--- src/rtl/vga_board_renderer_if.sv ---
// Game-side inputs and VGA pin outputs of vga_board_renderer.
// master drives the game state and watches the pins; slave is the renderer.
interface vga_board_renderer_if #(
    parameter int unsigned NBLK = 4,
    parameter int unsigned XW   = 3,
    parameter int unsigned YW   = 5,
    parameter int unsigned COLS = 8,
    parameter int unsigned ROWS = 32
);
    logic [NBLK*XW-1:0]   blk_x;
    logic [NBLK*YW-1:0]   blk_y;
    logic [COLS*ROWS-1:0] board_map;
    logic [11:0]          piece_rgb;
    logic [3:0]           VGA_R;
    logic [3:0]           VGA_G;
    logic [3:0]           VGA_B;
    logic                 VGA_HS;
    logic                 VGA_VS;
    logic                 frame_start;

    modport master (
        output blk_x, blk_y, board_map, piece_rgb,
        input  VGA_R, VGA_G, VGA_B, VGA_HS, VGA_VS, frame_start
    );

    modport slave (
        input  blk_x, blk_y, board_map, piece_rgb,
        output VGA_R, VGA_G, VGA_B, VGA_HS, VGA_VS, frame_start
    );
endinterface

--- src/rtl/vga_board_renderer.sv ---
// VGA timing generator and playfield/piece/border renderer with a once-per-frame input snapshot.
// Define GRID_LINES_EN to draw grid lines on the last pixel row/column of empty cells.
module vga_board_renderer #(
    parameter int unsigned PIX_DIV    = 4,
    parameter int unsigned H_ACTIVE   = 640,
    parameter int unsigned H_FP       = 16,
    parameter int unsigned H_SYNC     = 96,
    parameter int unsigned H_BP       = 48,
    parameter int unsigned V_ACTIVE   = 480,
    parameter int unsigned V_FP       = 10,
    parameter int unsigned V_SYNC     = 2,
    parameter int unsigned V_BP       = 33,
    parameter logic [11:0] BG_RGB     = 12'h000,
    parameter logic [11:0] LOCK_RGB   = 12'h888,
    parameter logic [11:0] BORDER_RGB = 12'hFFF,
`ifdef GRID_LINES_EN
    parameter logic [11:0] GRID_RGB   = 12'h222,
`endif
    parameter int unsigned COLS       = 8,
    parameter int unsigned XW         = 3,
    parameter int unsigned ROWS       = 32,
    parameter int unsigned YW         = 5,
    parameter int unsigned CELL       = 12,
    parameter int unsigned ORG_X      = 272,
    parameter int unsigned ORG_Y      = 48,
    parameter int unsigned NBLK       = 4
) (
    input logic                 in_clk,
    input logic                 in_rst_n,
    vga_board_renderer_if.slave vif
);
    localparam int unsigned H_TOTAL = H_ACTIVE + H_FP + H_SYNC + H_BP;
    localparam int unsigned V_TOTAL = V_ACTIVE + V_FP + V_SYNC + V_BP;
    localparam int unsigned HW = $clog2(H_TOTAL);
    localparam int unsigned VW = $clog2(V_TOTAL);
    localparam int unsigned DW = (PIX_DIV > 1) ? $clog2(PIX_DIV) : 1;
    localparam int unsigned SW = (CELL > 1) ? $clog2(CELL) : 1;
    localparam int unsigned MW = (COLS * ROWS > 1) ? $clog2(COLS * ROWS) : 1;

    localparam logic [DW-1:0] DivLast  = DW'(PIX_DIV - 1);
    localparam logic [SW-1:0] CellLast = SW'(CELL - 1);
    localparam logic [HW-1:0] HLast    = HW'(H_TOTAL - 1);
    localparam logic [HW-1:0] HActEnd  = HW'(H_ACTIVE);
    localparam logic [HW-1:0] HsBeg    = HW'(H_ACTIVE + H_FP);
    localparam logic [HW-1:0] HsEnd    = HW'(H_ACTIVE + H_FP + H_SYNC);
    localparam logic [HW-1:0] BxPre    = HW'(ORG_X - 1);
    localparam logic [HW-1:0] BxBeg    = HW'(ORG_X);
    localparam logic [HW-1:0] BxEnd    = HW'(ORG_X + COLS * CELL);
    localparam logic [HW-1:0] RxBeg    = HW'(ORG_X - 2);
    localparam logic [HW-1:0] RxEnd    = HW'(ORG_X + COLS * CELL + 2);
    localparam logic [VW-1:0] VLast    = VW'(V_TOTAL - 1);
    localparam logic [VW-1:0] VActEnd  = VW'(V_ACTIVE);
    localparam logic [VW-1:0] VSnap    = VW'(V_ACTIVE - 1);
    localparam logic [VW-1:0] VsBeg    = VW'(V_ACTIVE + V_FP);
    localparam logic [VW-1:0] VsEnd    = VW'(V_ACTIVE + V_FP + V_SYNC);
    localparam logic [VW-1:0] ByPre    = VW'(ORG_Y - 1);
    localparam logic [VW-1:0] ByBeg    = VW'(ORG_Y);
    localparam logic [VW-1:0] ByEnd    = VW'(ORG_Y + ROWS * CELL);
    localparam logic [VW-1:0] RyBeg    = VW'(ORG_Y - 2);
    localparam logic [VW-1:0] RyEnd    = VW'(ORG_Y + ROWS * CELL + 2);

    logic [DW-1:0]        div_q;
    logic [HW-1:0]        h_q;
    logic [VW-1:0]        v_q;
    logic [SW-1:0]        xs_q, ys_q;
    logic [XW:0]          xi_q;
    logic [YW:0]          yi_q;
    logic [NBLK*XW-1:0]   sh_x_q;
    logic [NBLK*YW-1:0]   sh_y_q;
    logic [COLS*ROWS-1:0] sh_map_q;
    logic [11:0]          sh_rgb_q;
    logic                 sh_vld_q;
    logic [11:0]          rgb_q, rgb_d;
    logic                 hs_q, vs_q, fs_q;

    logic                 pix_ce, line_end, snap, active;
    logic                 in_board, in_ring, piece_hit, lock_hit;
    logic [MW-1:0]        map_idx;
    logic [11:0]          empty_rgb;

    assign pix_ce   = (div_q == DivLast);
    assign line_end = pix_ce && (h_q == HLast);
    assign snap     = line_end && (v_q == VSnap);
    assign active   = (h_q < HActEnd) && (v_q < VActEnd);
    assign in_board = (h_q >= BxBeg) && (h_q < BxEnd) && (v_q >= ByBeg) && (v_q < ByEnd);
    assign in_ring  = (h_q >= RxBeg) && (h_q < RxEnd) && (v_q >= RyBeg) && (v_q < RyEnd);
    assign map_idx  = MW'(yi_q * COLS + xi_q);
    assign lock_hit = sh_map_q[map_idx];

`ifdef GRID_LINES_EN
    assign empty_rgb = (xs_q == CellLast || ys_q == CellLast) ? GRID_RGB : BG_RGB;
`else
    assign empty_rgb = BG_RGB;
`endif

    // Cell indices are only meaningful inside the board, which also bounds them below COLS/ROWS.
    always_comb begin
        piece_hit = 1'b0;
        for (int i = 0; i < NBLK; i++) begin
            if ({1'b0, sh_x_q[i*XW +: XW]} == xi_q && {1'b0, sh_y_q[i*YW +: YW]} == yi_q) begin
                piece_hit = 1'b1;
            end
        end
    end

    always_comb begin
        rgb_d = 12'h000;
        if (active) begin
            if (in_board) begin
                if (piece_hit && sh_vld_q) rgb_d = sh_rgb_q;
                else if (lock_hit)         rgb_d = LOCK_RGB;
                else                       rgb_d = empty_rgb;
            end else if (in_ring) begin
                rgb_d = BORDER_RGB;
            end
        end
    end

    always_ff @(posedge in_clk or negedge in_rst_n) begin
        if (!in_rst_n) begin
            div_q    <= '0;
            h_q      <= '0;
            v_q      <= '0;
            xs_q     <= '0;
            ys_q     <= '0;
            xi_q     <= '0;
            yi_q     <= '0;
            sh_x_q   <= '0;
            sh_y_q   <= '0;
            sh_map_q <= '0;
            sh_rgb_q <= '0;
            sh_vld_q <= 1'b0;
            rgb_q    <= '0;
            hs_q     <= 1'b1;
            vs_q     <= 1'b1;
            fs_q     <= 1'b0;
        end else begin
            div_q <= pix_ce ? '0 : div_q + 1'b1;
            fs_q  <= snap;
            if (pix_ce) begin
                h_q   <= (h_q == HLast) ? '0 : h_q + 1'b1;
                rgb_q <= rgb_d;
                hs_q  <= !((h_q >= HsBeg) && (h_q < HsEnd));
                vs_q  <= !((v_q >= VsBeg) && (v_q < VsEnd));
                // Sub-cell counters restart one pixel before the board edge so they align on it.
                if (h_q == BxPre) begin
                    xs_q <= '0;
                    xi_q <= '0;
                end else if (xs_q == CellLast) begin
                    xs_q <= '0;
                    xi_q <= xi_q + 1'b1;
                end else begin
                    xs_q <= xs_q + 1'b1;
                end
            end
            if (line_end) begin
                v_q <= (v_q == VLast) ? '0 : v_q + 1'b1;
                if (v_q == ByPre) begin
                    ys_q <= '0;
                    yi_q <= '0;
                end else if (ys_q == CellLast) begin
                    ys_q <= '0;
                    yi_q <= yi_q + 1'b1;
                end else begin
                    ys_q <= ys_q + 1'b1;
                end
            end
            if (snap) begin
                sh_x_q   <= vif.blk_x;
                sh_y_q   <= vif.blk_y;
                sh_map_q <= vif.board_map;
                sh_rgb_q <= vif.piece_rgb;
                sh_vld_q <= 1'b1;
            end
        end
    end

    assign vif.VGA_R       = rgb_q[11:8];
    assign vif.VGA_G       = rgb_q[7:4];
    assign vif.VGA_B       = rgb_q[3:0];
    assign vif.VGA_HS      = hs_q;
    assign vif.VGA_VS      = vs_q;
    assign vif.frame_start = fs_q;
endmodule

--- src/flat_wrapper.sv ---
// flat-port wrapper written by rule: the top's interface ports become plain ports
module vga_board_renderer_flat 
#(
    parameter int unsigned PIX_DIV    = 4,
    parameter int unsigned H_ACTIVE   = 640,
    parameter int unsigned H_FP       = 16,
    parameter int unsigned H_SYNC     = 96,
    parameter int unsigned H_BP       = 48,
    parameter int unsigned V_ACTIVE   = 480,
    parameter int unsigned V_FP       = 10,
    parameter int unsigned V_SYNC     = 2,
    parameter int unsigned V_BP       = 33,
    parameter logic [11:0] BG_RGB     = 12'h000,
    parameter logic [11:0] LOCK_RGB   = 12'h888,
    parameter logic [11:0] BORDER_RGB = 12'hFFF,

    parameter int unsigned COLS       = 8,
    parameter int unsigned XW         = 3,
    parameter int unsigned ROWS       = 32,
    parameter int unsigned YW         = 5,
    parameter int unsigned CELL       = 12,
    parameter int unsigned ORG_X      = 272,
    parameter int unsigned ORG_Y      = 48,
    parameter int unsigned NBLK       = 4
)
  (in_clk, in_rst_n, vif_blk_x, vif_blk_y, vif_board_map, vif_piece_rgb, vif_VGA_R, vif_VGA_G, vif_VGA_B, vif_VGA_HS, vif_VGA_VS, vif_frame_start);
  vga_board_renderer_if #(.NBLK(NBLK), .XW(XW), .YW(YW), .COLS(COLS), .ROWS(ROWS)) vif_i ();
  input logic in_clk;
  input logic in_rst_n;
  input wire logic [$bits(vif_i.blk_x)-1:0] vif_blk_x;
  input wire logic [$bits(vif_i.blk_y)-1:0] vif_blk_y;
  input wire logic [$bits(vif_i.board_map)-1:0] vif_board_map;
  input wire logic [$bits(vif_i.piece_rgb)-1:0] vif_piece_rgb;
  output wire logic [$bits(vif_i.VGA_R)-1:0] vif_VGA_R;
  output wire logic [$bits(vif_i.VGA_G)-1:0] vif_VGA_G;
  output wire logic [$bits(vif_i.VGA_B)-1:0] vif_VGA_B;
  output wire logic [$bits(vif_i.VGA_HS)-1:0] vif_VGA_HS;
  output wire logic [$bits(vif_i.VGA_VS)-1:0] vif_VGA_VS;
  output wire logic [$bits(vif_i.frame_start)-1:0] vif_frame_start;
  assign vif_i.blk_x = vif_blk_x;
  assign vif_i.blk_y = vif_blk_y;
  assign vif_i.board_map = vif_board_map;
  assign vif_i.piece_rgb = vif_piece_rgb;
  assign vif_VGA_R = vif_i.VGA_R;
  assign vif_VGA_G = vif_i.VGA_G;
  assign vif_VGA_B = vif_i.VGA_B;
  assign vif_VGA_HS = vif_i.VGA_HS;
  assign vif_VGA_VS = vif_i.VGA_VS;
  assign vif_frame_start = vif_i.frame_start;
  vga_board_renderer #(.PIX_DIV(PIX_DIV), .H_ACTIVE(H_ACTIVE), .H_FP(H_FP), .H_SYNC(H_SYNC), .H_BP(H_BP), .V_ACTIVE(V_ACTIVE), .V_FP(V_FP), .V_SYNC(V_SYNC), .V_BP(V_BP), .BG_RGB(BG_RGB), .LOCK_RGB(LOCK_RGB), .BORDER_RGB(BORDER_RGB), .COLS(COLS), .XW(XW), .ROWS(ROWS), .YW(YW), .CELL(CELL), .ORG_X(ORG_X), .ORG_Y(ORG_Y), .NBLK(NBLK)) u_core (.in_clk(in_clk), .in_rst_n(in_rst_n), .vif(vif_i));
endmodule
--- config.mk ---
export PLATFORM = sky130hd
export DESIGN_NAME = vga_board_renderer_flat
export DESIGN_NICKNAME = d
export VERILOG_FILES = /design/src/rtl/vga_board_renderer_if.sv /design/src/rtl/vga_board_renderer.sv /design/src/flat_wrapper.sv
export SDC_FILE = /design/constraint.sdc
export NUM_CORES = 1
export LEC_CHECK = 0
export BUFFER_PORTS_ARGS = -buffer_cell sky130_fd_sc_hd__buf_4
export CAP_MARGIN = 15
export CORE_MARGIN = 8
export CORE_UTILIZATION = 25
export DETAILED_ROUTE_END_ITERATION = 16
export SLEW_MARGIN = 5
export SYNTH_ARGS = -nofsm -noshare
export SYNTH_HDL_FRONTEND = slang
export SYNTH_SLANG_ARGS = --single-unit
--- constraint.sdc ---
create_clock -name in_clk -period 5.72 [get_ports in_clk]
set_input_delay 1.144 -clock in_clk [delete_from_list [all_inputs] [get_ports in_clk]]
set_output_delay 1.144 -clock in_clk [all_outputs]
set_load 0.01 [all_outputs]
==> results.sh <==
export IMPL_first_pass_iters=5
export IMPL_ant_nets=0
export IMPL_worstSetupPathType="flop to flop"
export IMPL_fmax_ghz=0.243
export IMPL_globalplace_congestion=0.824
export IMPL_slowest_stage="ha_1"
export IMPL_clkTransAtPathRegs_ns=0.05
export IMPL_area_delta_synth_final_pct=26.8
export IMPL_yosysMostFrequentCell="nand2_1"
export IMPL_grt_pass1_wl_um=83600
export IMPL_synth_flop_cell="dfrtp_1"
export IMPL_synthCells=1810
export IMPL_initial_utilization=0.253
export IMPL_io_pins=317
export IMPL_cts_tree="built"
export IMPL_area_sequential_sq_um=8920
export IMPL_grt_usage=0.141
export IMPL_final_setup_tns_ns=0
export IMPL_period_minus_slack_ns=4.12
export IMPL_antenna_found_initial=0
export IMPL_rr_startpoint="u_core.yi_q[0]$_DFFE_PN0P_"
export IMPL_crit_path_start_kind="flop"
export IMPL_rows=94
export IMPL_ctsResizeCount=0
export IMPL_arrival_ns=4.57
export IMPL_synth_top_area_cell="dfrtp_1"
export IMPL_synth_nets=2122
export IMPL_avgSynthCellArea_sq_um=9.22
export IMPL_synth_xor_area_frac=0.0294
export IMPL_outcome="complete, no violations"
export IMPL_postLayoutCoreUtil=0.321
export IMPL_power_density_nw_per_um2=253
export IMPL_rsz0062_at_grt="false"
export IMPL_skew_ns=0.0183
export IMPL_synthArstFlopShare=1.00
export IMPL_die_w_um=274
export IMPL_p_leak_nw=9.34
export IMPL_peakVddDrop_v=0.000182
export IMPL_fillers=6835
export IMPL_die_area_sq_um=75300
export IMPL_cp_max_fo=20
export IMPL_path_cells="ha_1, nor2b_1, a22oi_1, a31oi_1, o221ai_1, a32oi_1, a2111oi_4, o32ai_1"
export IMPL_finalHoldViolations=0
export IMPL_portBuffers=316
export IMPL_yosys_warnings=0
export IMPL_crit_end="u_core.rgb_q[7]$_DFFE_PN0P_"
export IMPL_cts_made_buffers=43
export IMPL_synth_adder_area_share=0.00750
export IMPL_tightest_slew_ns=1.21
export IMPL_clockRootBuffer="clkbuf_16"
export IMPL_synth_mux_area_frac=0.0909
export IMPL_fin_crit_sh=0.720
export IMPL_timing_rr_end="u_core.rgb_q[7]$_DFFE_PN0P_"
export IMPL_avgRoutedWirePerCell_um=18.0
export IMPL_max_cap_viol_count=0
export IMPL_diodes=0
export IMPL_cts_sinks=356
export IMPL_synth_compound_area_frac=0.0529
export IMPL_vias_per_cell=4.57
export IMPL_yosysTopAreaCellShare=0.531
export IMPL_synth_top_family_by_area="simple AND/OR/NAND/NOR gates"
export IMPL_holdBufCountCts=0
export IMPL_synth_cell_type_count=60
export IMPL_syn_area_sq_um=16700
export IMPL_insertion_delay_ns=0.57
export IMPL_grt_max_degree=212
export IMPL_nets=2383
export IMPL_synth_edf_count=0
export IMPL_critPathMaxStageDelay_ns=0.97
export IMPL_drv_slew=0
export IMPL_core_sq_um=65900
export IMPL_drc_errors=0
export IMPL_gr_total_overflow=0
export IMPL_cts_setup_buffers=0
export IMPL_htreeDepth=2
export IMPL_dpl_hpwl_um=38200
export IMPL_grt_pass1_vias=14600
export IMPL_hold_start="u_core.div_q[0]$_DFF_PN0_"
export IMPL_setup_viol=0
export IMPL_hold_path_class="flop to flop"
export IMPL_end_kind="flop"
export IMPL_p_total_w=0.00536
export IMPL_seq_area_frac_synth=0.534
export IMPL_synth_commonest_cells="942 x nand2_1, 354 x dfrtp_1, 54 x mux4_2, 51 x clkbuf_1, 49 x buf_2"
export IMPL_vias=13500
export IMPL_rrSetupSlack_ns=1.60
export IMPL_multi_input_area_sq_um=7200
export IMPL_ys_top_cells_by_area="dfrtp_1 53%, nand2_1 21%, mux4_2 7.3%"
export IMPL_crit_start="u_core.yi_q[0]$_DFFE_PN0P_"
export IMPL_ys_ff_latch=356
export IMPL_drtIter0Drc=1009
export IMPL_relSlewSlack=0.188
export IMPL_yosys_area_share_simple=0.250
export IMPL_die_h_um=274
export IMPL_drive_gt1_frac=0.223
export IMPL_reg2reg_depth=8
export IMPL_crit_required_ns=6.17
export IMPL_routed_wl_um=53400
export IMPL_cts_path_max_buffers=3
==> worst min-delay path by stage <==
stage                                           end  slack, ns  cells past startpoint
final                     u_core.div_q[0]$_DFF_PN0_       0.42                      1
after global routing      u_core.div_q[0]$_DFF_PN0_       0.45                      1
after CTS                 u_core.div_q[0]$_DFF_PN0_       0.42                      1
after detailed placement  u_core.div_q[0]$_DFF_PN0_       0.42                      1
after global placement    u_core.div_q[0]$_DFF_PN0_       0.41                      1
after floorplan           u_core.div_q[0]$_DFF_PN0_       0.40                      1
==> metal layers <==
| metal | up-vias | wire length (um) | share of wire | track usage |
|---|---|---|---|---|
| met1 | 6679 | 23400 | 0.44 | 0.183 |
| li1 | 6427 | - | - | - |
| met3 | 74 | 2770 | 0.052 | 0.0289 |
| met4 | 0 | 1230 | 0.023 | 0.0385 |
| met5 | - | 0 | 0 | 0 |
| met2 | 364 | 26000 | 0.49 | 0.236 |
==> sequential cells by signal, summed over array words and instances, names as in the netlist, 2 cells and up <==
signal           cells
u_core.sh_map_q    256
u_core.h_q          10
u_core.rgb_q        12
u_core.yi_q          6
u_core.v_q          10
u_core.sh_y_q       20
u_core.sh_rgb_q     12
u_core.ys_q          4
u_core.div_q         2
u_core.sh_x_q       12
u_core.xs_q          4
u_core.xi_q          4
==> stage by stage <==
stage	cell area (sq um)	hold slack, ns	setup slack (ns)	cells
global placement	19800	0.414	1.27	2888
floorplan	16700	0.403	3.01	1810
finish	21200	0.419	1.60	2963
detailed placement	19800	0.416	1.32	2889
global route	21200	0.447	1.14	2963
CTS	21100	0.424	1.31	2962
==> cells in the final DEF, fill, tap and decap left out, types with 4 or more instances in the layout <==
cell type  netlist  layout
a221oi_1         4       4
a31oi_1          6       6
nand2b_1        11      11
buf_12           0       5
buf_4            6     322
o221ai_1         6       6
nand2_1        942     942
clkbuf_16        0      43
ha_1            10      10
mux2i_1         15      15
nand4_1         12      12
o2bb2ai_1       10      10
a22oi_1         13      13
clkinv_2         0       6
o21ai_0         22      22
inv_1           14      14
nand3_1         19      19
mux4_2          54      54
nor3_1          11      11
mux2_2          11      11
clkbuf_8         0       5
nor4_1          15      14
xnor2_1         16      16
o211ai_1         4       4
o31ai_1          4       4
dfrtp_1        354     352
nor2b_1          4       4
a21oi_1         24      24
xor2_1          40      40
nor2_1          26      26
clkbuf_1        51      10
==> kinds of logic after synthesis <==
family / Yosys count
muxes: 81
xor gates and xnor gates: 56
buffers and inverters: 128
AOI/OAI and AO/OA: 121
and+or+nand+nor: 1058
adders and majority gates: 10
DFF: 356
==> critical path: cells and delay by family (launching register included) <==
family,cells,cell delay [ns]
AO/OA/AOI/OAI,6,1.62
AND/OR/NAND/NOR,1,0.88
adder cells (fa/ha/maj),1,0.97
flip-flops,1,0.55
==> where the power goes <==
part,total (W),leakage [nW],switching [W],internal [W]
clock network,0.00261,0.648,0.00111,0.00150
logic,0.000226,5.32,0.0000922,0.000134
registers,0.00252,3.38,0,0.00252
total,0.00536,9.34,0.00120,0.00416
==> final cells by class <==
cell class / count / share of cell area
clock inverter: 15 / 0.00722
timing repair buffer: 330 / 0.121
inverter: 14 / 0.00248
sequential: 356 / 0.422
clock buffer: 58 / 0.0559
multi-input combinational: 1326 / 0.340
tap: 864 / 0.0511
Power figures use the tool's default switching activity.
